===== config.mk =====
export PLATFORM = sky130hd
export DESIGN_NAME = button_debounce
export DESIGN_NICKNAME = d
export VERILOG_FILES = /design/src/rtl/button_debounce.sv
export SDC_FILE = /design/constraint.sdc
export NUM_CORES = 1
export LEC_CHECK = 0
export ABC_AREA = 1
export CAP_MARGIN = 20
export CORE_MARGIN = 2
export CORE_UTILIZATION = 50
export CTS_BUF_LIST = sky130_fd_sc_hd__clkbuf_8
export CTS_CLUSTER_DIAMETER = 40
export CTS_CLUSTER_SIZE = 10
export DETAILED_ROUTE_END_ITERATION = 8
export GPL_TIMING_DRIVEN = 0
export PLACE_DENSITY = 0.72
export REMOVE_ABC_BUFFERS = 1
export SLEW_MARGIN = 0
export SYNTH_ARGS = -nofsm -noshare
export SYNTH_HDL_FRONTEND = slang
export SYNTH_SLANG_ARGS = --single-unit

===== constraint.sdc =====
create_clock -name clk -period 3.4 [get_ports clk]
set_input_delay 0.34 -clock clk [delete_from_list [all_inputs] [get_ports clk]]
set_output_delay 0.34 -clock clk [all_outputs]
set_load 0.02 [all_outputs]

===== src/rtl/button_debounce.sv =====
// button_debounce: synchronises and debounces one raw push-button, with optional auto-repeat pulses.
//   clk        : system clock, single domain
//   reset      : synchronous, active-high
//   btn_raw    : raw asynchronous, bouncy, active-high button input
//   btn_level  : registered debounced level
//   btn_repeat : one-cycle auto-repeat pulse while held (only when BUTTON_AUTO_REPEAT_EN is defined)
module button_debounce #(
    parameter int CNT_W           = 20,
    parameter int DEBOUNCE_CYCLES = 500000,
    parameter int HOLD_CYCLES     = 1000000,
    parameter int REPEAT_CYCLES   = 250000
) (
    input  logic clk,
    input  logic reset,
    input  logic btn_raw,
    output logic btn_level,
    output logic btn_repeat
);
    if (DEBOUNCE_CYCLES < 1 || HOLD_CYCLES < 1 || REPEAT_CYCLES < 1)
        $error("button_debounce: cycle parameters must be >= 1");

    localparam logic [CNT_W-1:0] DEB = CNT_W'(DEBOUNCE_CYCLES);

    typedef enum logic [1:0] {IDLE, WAIT_HIGH, PRESSED, WAIT_LOW} state_t;

    logic             r_sync1, r_sync2;
    state_t           r_state, w_state_nxt;
    logic [CNT_W-1:0] r_deb_cnt, w_deb_nxt, w_deb_inc;
    logic             r_level, w_level_nxt;
    logic             w_deb_done;

    // deb_cnt counts stable samples already seen; the current sample makes it w_deb_inc.
    // deb_cnt is always 0 in IDLE/PRESSED, so DEBOUNCE_CYCLES == 1 jumps straight across.
    assign w_deb_inc  = r_deb_cnt + 1'b1;
    assign w_deb_done = (w_deb_inc == DEB);

    always_ff @(posedge clk) begin
        if (reset) begin
            r_sync1   <= 1'b0;
            r_sync2   <= 1'b0;
            r_state   <= IDLE;
            r_deb_cnt <= '0;
            r_level   <= 1'b0;
        end else begin
            r_sync1   <= btn_raw;
            r_sync2   <= r_sync1;
            r_state   <= w_state_nxt;
            r_deb_cnt <= w_deb_nxt;
            r_level   <= w_level_nxt;
        end
    end

    always_comb begin
        w_state_nxt = r_state;
        w_deb_nxt   = r_deb_cnt;
        w_level_nxt = r_level;
        case (r_state)
            IDLE: begin
                if (r_sync2) begin
                    w_state_nxt = w_deb_done ? PRESSED : WAIT_HIGH;
                    w_deb_nxt   = w_deb_done ? '0 : w_deb_inc;
                    w_level_nxt = w_deb_done;
                end
            end
            WAIT_HIGH: begin
                if (!r_sync2) begin
                    w_state_nxt = IDLE;
                    w_deb_nxt   = '0;
                end else if (w_deb_done) begin
                    w_state_nxt = PRESSED;
                    w_deb_nxt   = '0;
                    w_level_nxt = 1'b1;
                end else begin
                    w_deb_nxt   = w_deb_inc;
                end
            end
            PRESSED: begin
                if (!r_sync2) begin
                    w_state_nxt = w_deb_done ? IDLE : WAIT_LOW;
                    w_deb_nxt   = w_deb_done ? '0 : w_deb_inc;
                    w_level_nxt = !w_deb_done;
                end
            end
            WAIT_LOW: begin
                if (r_sync2) begin
                    w_state_nxt = PRESSED;
                    w_deb_nxt   = '0;
                end else if (w_deb_done) begin
                    w_state_nxt = IDLE;
                    w_deb_nxt   = '0;
                    w_level_nxt = 1'b0;
                end else begin
                    w_deb_nxt   = w_deb_inc;
                end
            end
            default: begin
                w_state_nxt = IDLE;
                w_deb_nxt   = '0;
                w_level_nxt = 1'b0;
            end
        endcase
    end

    assign btn_level = r_level;

`ifdef BUTTON_AUTO_REPEAT_EN
    localparam logic [CNT_W-1:0] HOLD   = CNT_W'(HOLD_CYCLES);
    localparam logic [CNT_W-1:0] RELOAD = CNT_W'(HOLD_CYCLES - REPEAT_CYCLES);

    logic [CNT_W-1:0] r_hold_cnt, w_hold_inc;
    logic             r_repeat;

    assign w_hold_inc = r_hold_cnt + 1'b1;

    // Counts only while staying in PRESSED; frozen in WAIT_LOW, so a due pulse waits for the return.
    always_ff @(posedge clk) begin
        if (reset) begin
            r_hold_cnt <= '0;
            r_repeat   <= 1'b0;
        end else begin
            r_repeat <= 1'b0;
            if (!r_level && w_level_nxt) begin
                r_hold_cnt <= '0;
            end else if (r_state == PRESSED && w_state_nxt == PRESSED) begin
                r_hold_cnt <= (w_hold_inc == HOLD) ? RELOAD : w_hold_inc;
                r_repeat   <= (w_hold_inc == HOLD);
            end
        end
    end

    assign btn_repeat = r_repeat;
`else
    assign btn_repeat = 1'b0;
`endif
endmodule


==> results of run 1 <==
## state kept, by name, indices dropped and copies added (netlist names)
register,cells
btn_level,1
r_deb_cnt,20
r_state,2
r_sync1,1
r_sync2,1
## stage by stage
stage                     setup slack, ps  setup TNS, ps
after floorplan                     846.1              0
after global placement             -171.8         -171.8
after detailed placement            917.2              0
after CTS                           943.3              0
after global routing                698.9              0
final                               912.1              0
## power groups by stage
stage                     Combinational (mW)  Sequential [mW]  Clock (mW)
after floorplan                       0.0165            0.306           0
after CTS                             0.0333            0.300       0.190
after detailed placement              0.0333            0.307           0
final                                 0.0335            0.300       0.180
after global placement                0.0309            0.307           0
after global routing                  0.0377            0.301       0.201
## layout by cell type, fill, tap and decap left out, drive strengths merged
cell type,Yosys,layout
buf,4,1
clkbuf,9,3
o211ai,8,8
dfxtp,25,25
o21ai,4,4
and3,1,1
inv,28,28
nand3b,2,2
nor3,5,5
nand4,5,5
ha,1,1
nor2,44,44
nand3,34,34
xor2,3,3
o31ai,3,3
xnor2,1,1
conb,1,1
a21oi,22,22
nand2,100,100
o21bai,2,2
clkinv,1,2
nor4,3,3
clkdlybuf4s50,0,3
## kinds of logic (layout without fill, tap and decap cells)
family / after synthesis / after routing / share of synthesized area, %
compound gates: 39 / 39 / 12.56
xor+xnor: 4 / 4 / 1.933
fa+ha+maj: 1 / 1 / 0.6900
buf+inv: 42 / 37 / 10.01
flops: 25 / 25 / 27.61
other cells: 1 / 1 / 0.2068
simple gates: 194 / 194 / 47.00
## final timing paths
path,start,end,slack [ps],cells after the start
setup / recovery,r_sync2,r_deb_cnt[17],910,7
hold / removal,r_sync1,r_sync2,410,2
setup reg to reg,r_sync2,r_deb_cnt[17],910,7
hold reg to reg,r_sync1,r_sync2,410,2
## critical path, stage by stage, from the launching register on
cell and delay [ps]:
dfxtp_1 640, xnor2_1 180, inv_1 210, nor2_2 500
inv_1 340, and3_1 290, o211ai_1 90, a21oi_1 90
## layout make-up
cell class / count / area (um^2) / area share [%]
repair buffers: 4 / 45.04 / 2.381
clock inverters: 1 / 5.005 / 0.2646
well taps: 46 / 57.56 / 3.042
inverters: 29 / 108.9 / 5.754
flip-flops and latches: 25 / 500.5 / 26.46
multi-input cells: 239 / 1134 / 59.92
clock buffers: 3 / 41.29 / 2.183
## routing by layer
layer  global-route usage, %  up-vias  wire length, um  part of all wire [%]
met2                   39.19       55             2056                    47
met5                       0        -                0                     0
met3                   2.641        7              199                   4.5
met4                   6.649        0               50                   1.1
li1                        -      984                -                     -
met1                   32.72      856             2090                    48
==> metrics.txt, run 1 <==
vias in the first global route=1,778; via count of the routed design=1,902; Final Wtd Congestion=0.8877; H-tree levels=1; dominant cell type by area after synthesis=dfxtp_1; Syn. warnings=0; Post-Syn Area=1813 um^2; CTS hold repair buffers=0; Hold Slack=409.1 ps; CP startpoint kind=flop; Final Slew Violations=0; P_leak=0.6487 nW; layout cells sized above 1=6.645%; Final ANT Viol Nets=0; Final Cell Area=1892 um^2; sequential area share after synthesis=27.61%; area added between synthesis and finish=4.348%; pwr/cell area=271.4 nW/um^2; Pint=0.3864 mW; total wire length=4.396 mm; CP Max Fanout=13; Reg clk slew, reported paths=90 ps; router iterations before antenna repair=4; initial antenna violation count=0; Gate Count Post-Synth=306; Fmax achieved=401.9 MHz; relative slew slack=41.45%; overall power=0.5134 mW; clk sinks=25; number of synthesized flops with an enable pin=0; flops & latches, synth=25; DR WL/cell=12.67 um; first-pass GRT wire length=7.928 mm; GRT Overall Usage=23.74%; hpwl dp=3.138 mm; top-count cell post-synth=nand2_1; initial drt markers=132; Fin. Hold Viols=0; IO buf count=3; Clock Power Share=35.1%; die area=4124 um^2; status=completed; Critical Setup Path Class=flop to flop; Req. time, crit path=3530 ps; ys async rst share=0%; max-cap violations=0; endpoints failing setup=0; initial core utilization=53.08%; Yosys cell types=29; Sequential Power Share=58.4%; Final Critical Period=2488 ps; Worst-Margin Slew=875.5 ps; Clk Latency, worst-skew pair=270 ps; fin crit share=73.17%; CTS Buf Count=3; CP arrival=2620 ps; n_diodes=0; nets=306; CTS root buf=clkbuf_8; Mean Syn Cell Area=5.925 um^2; drt drc=0; Peak VDD IR=0.1877 mV; Fill cells=362; top cell type's share of synthesized area=27.61%; Sw Ratio=24.74%; CTS tree=yes; class of the worst hold path=flop to flop; Rows=21; # IOs=5; total grt overflow=0; Die Ht=64.22 um; chip width=64.22 um; Sw Pwr=0.1270 mW; Post-CTS Setup Inserts=0; RSZ-0062 raised after global routing=false; post-CTS resize count=0; Area after DPL=1846 um^2; final core occ=55.38%; placed insts=343; final cell count without fillers=347; core area=3416 um^2; Post-synth top cells=nand2_1, nor2_1, nand3_1, inv_1, dfxtp_1; Primary FF master, synth=dfxtp_1; largest net degree at the start of global routing=23; Synth area leaders=dfxtp_1, nand2_1, nand3_1, nor2_1, a21oi_1; vias per std cell=5.481; clock buffer depth=2; combinational share of power=6.5%; CP endpoint kind=flop; clock skew=3.616 ps
(Power assumes the default switching activity.)
==> run 2: changes to the inputs <==
--- a/config.mk
+++ b/config.mk
@@ -14,7 +14,7 @@
 export CTS_CLUSTER_SIZE = 10
 export DETAILED_ROUTE_END_ITERATION = 8
 export GPL_TIMING_DRIVEN = 0
-export PLACE_DENSITY = 0.72
+export PLACE_DENSITY = 0.74
 export REMOVE_ABC_BUFFERS = 1
 export SLEW_MARGIN = 0
 export SYNTH_ARGS = -nofsm -noshare
==> constraint.sdc (replaced) <==
create_clock -name clk -period 2 [get_ports clk]
set_input_delay 0.2 -clock clk [delete_from_list [all_inputs] [get_ports clk]]
set_output_delay 0.2 -clock clk [all_outputs]
set_load 0.02 [all_outputs]
==> metrics.txt, run 2 (synthesis gave the netlist of run 1 again) <==
Fin. Hold Viols=0; Worst R2R Start=r_deb_cnt[0]; fin crit share=98.39%; chip width=64.22 um; flop2flop setup slack=30 ps; first-pass GRT wire length=8.314 mm; Largest regs=r_deb_cnt: 20 flops, r_state: 2 flops; vias in the first global route=1,807; Final Wtd Congestion=0.9165; Sw Pwr=0.2332 mW; initial antenna violation count=0; CTS tree=yes; Final ANT Viol Nets=0; overall power=0.8934 mW; Worst-Margin Slew=877.6 ps; layout cells sized above 1=25.24%; Rows=21; CTS Buf Count=3; Reg clk slew, reported paths=90 ps; worst reg2reg endpoint=btn_level; status=completed; Fill cells=311; P_leak=0.7288 nW; Sequential Power Share=56.6%; Critical Setup Path Class=flop to flop; Final Slew Violations=0; endpoints failing setup=0; multi-input logic area=1294 um^2; router iterations before antenna repair=5; Clk Latency, worst-skew pair=280 ps; CTS hold repair buffers=0; CP arrival=2160 ps; CP Max Fanout=6; die area=4124 um^2; Die Ht=64.22 um; n_diodes=0; GRT Overall Usage=25.38%; CP startpoint kind=flop; H-tree levels=1; CTS root buf=clkbuf_8; CP endpoint kind=flop; Final Critical Period=1968 ps; largest net degree at the start of global routing=23; Reg with most FFs=r_deb_cnt; critical path capture point=btn_level; most common cell after layout, fill and taps aside=nand2_1; drt drc=0; Pint=0.6602 mW; total wire length=4.955 mm; vias per std cell=5.510; core area=3416 um^2; max-cap violations=0; area added between synthesis and finish=20.98%; max FFs per register=20; DR WL/cell=13.65 um; Fmax achieved=508.2 MHz; nets=322; initial core utilization=53.08%; total grt overflow=0; Critical Path Source=r_deb_cnt[0]; clock skew=4.228 ps; Hold Slack=402.1 ps; IO buf count=3; commonest cells after routing, fill and taps aside=nand2_1, nand3_1, inv_1, nor2_1, a21oi_1; clock buffer depth=2; combinational share of power=7.5%; Sw Ratio=26.11%; hpwl dp=3.127 mm; RSZ-0062 raised after global routing=true; clk sinks=25; Area after DPL=1842 um^2; # IOs=5; Register Area=529.3 um^2; cells on worst reg2reg path=14; via count of the routed design=2,000; Final Cell Area=2193 um^2; initial drt markers=156; relative slew slack=41.31%; Req. time, crit path=2190 ps; Peak VDD IR=0.3869 mV; Clock Power Share=35.9%; pwr/cell area=407.3 nW/um^2; class of the worst hold path=flop to flop
-- run 2: changes by cell type in the layout (fill, tap and decap cells not counted), sizes merged --
cell	previous run	this run
buf	1	16
clkinv	2	1
clkinvlp	0	1
nand3	34	35
-- run 2: worst min-delay path by stage --
stage / endpoint / start / depth (start not counted) / slack (ps)
floorplan: r_deb_cnt[10] / reset / 1 / 270
global placement: r_sync2 / r_sync1 / 2 / 390
detailed placement: r_sync2 / r_sync1 / 2 / 400
CTS: r_sync2 / r_sync1 / 2 / 410
global route: r_sync2 / r_sync1 / 2 / 410
finish: r_sync2 / r_sync1 / 2 / 400
-- run 2: power groups by stage --
| stage | sequential (mW) | clock [mW] | combinational, mW |
|---|---|---|---|
| floorplan | 0.521 | 0 | 0.0281 |
| global placement | 0.521 | 0 | 0.0513 |
| detailed placement | 0.521 | 0 | 0.0548 |
| CTS | 0.507 | 0.336 | 0.0627 |
| global route | 0.507 | 0.352 | 0.0732 |
| finish | 0.506 | 0.320 | 0.0671 |
-- run 2: repair_timing --
item	CTS	global route
buffers inserted	6	9
gates resized for setup	26	36
pin swaps	6	23
cloned	1	0
setup endpoints to repair	23	12
-- run 2: cell type report --
type,instances,area share [%]
well taps,46,2.624
inverters,29,5.020
clock buffers,3,1.882
repair buffers,19,7.017
flip-flops and latches,25,24.13
multi-input cells,240,58.98
clock inverters,1,0.3423
-- run 2: critical path, cell delays in order, from the launching register on --
cell	delay, ps
dfxtp_4	380
ha_4	160
nand3_4	100
nor2_4	180
nand2_1	70
nand2_1	80
nand2_2	70
nor2_2	120
nand2_2	70
nor2_4	180
nand4_1	170
nand2_1	120
inv_1	40
nor2_1	80
nor2_1	50
-- run 2: metal layers --
layer	share of wire (%)	up-vias	track usage (%)
met5	0	-	0
met4	2.1	0	8.511
met3	6.0	10	4.049
met2	48	74	43.10
met1	44	900	32.61
li1	-	1016	-
-- run 2: metrics by stage --
stage	util [%]	worst slack, ps	cells	TNS [ps]
4_1_cts	59.49	1.082	354	0
3_3_place_gp	53.52	-1475	342	-20600
2_1_floorplan	-	-553.9	293	-4248
5_1_grt	64.21	-174.3	363	-684.8
6_report	64.21	32.12	363	0
3_5_place_dp	53.92	-460.1	343	-5583
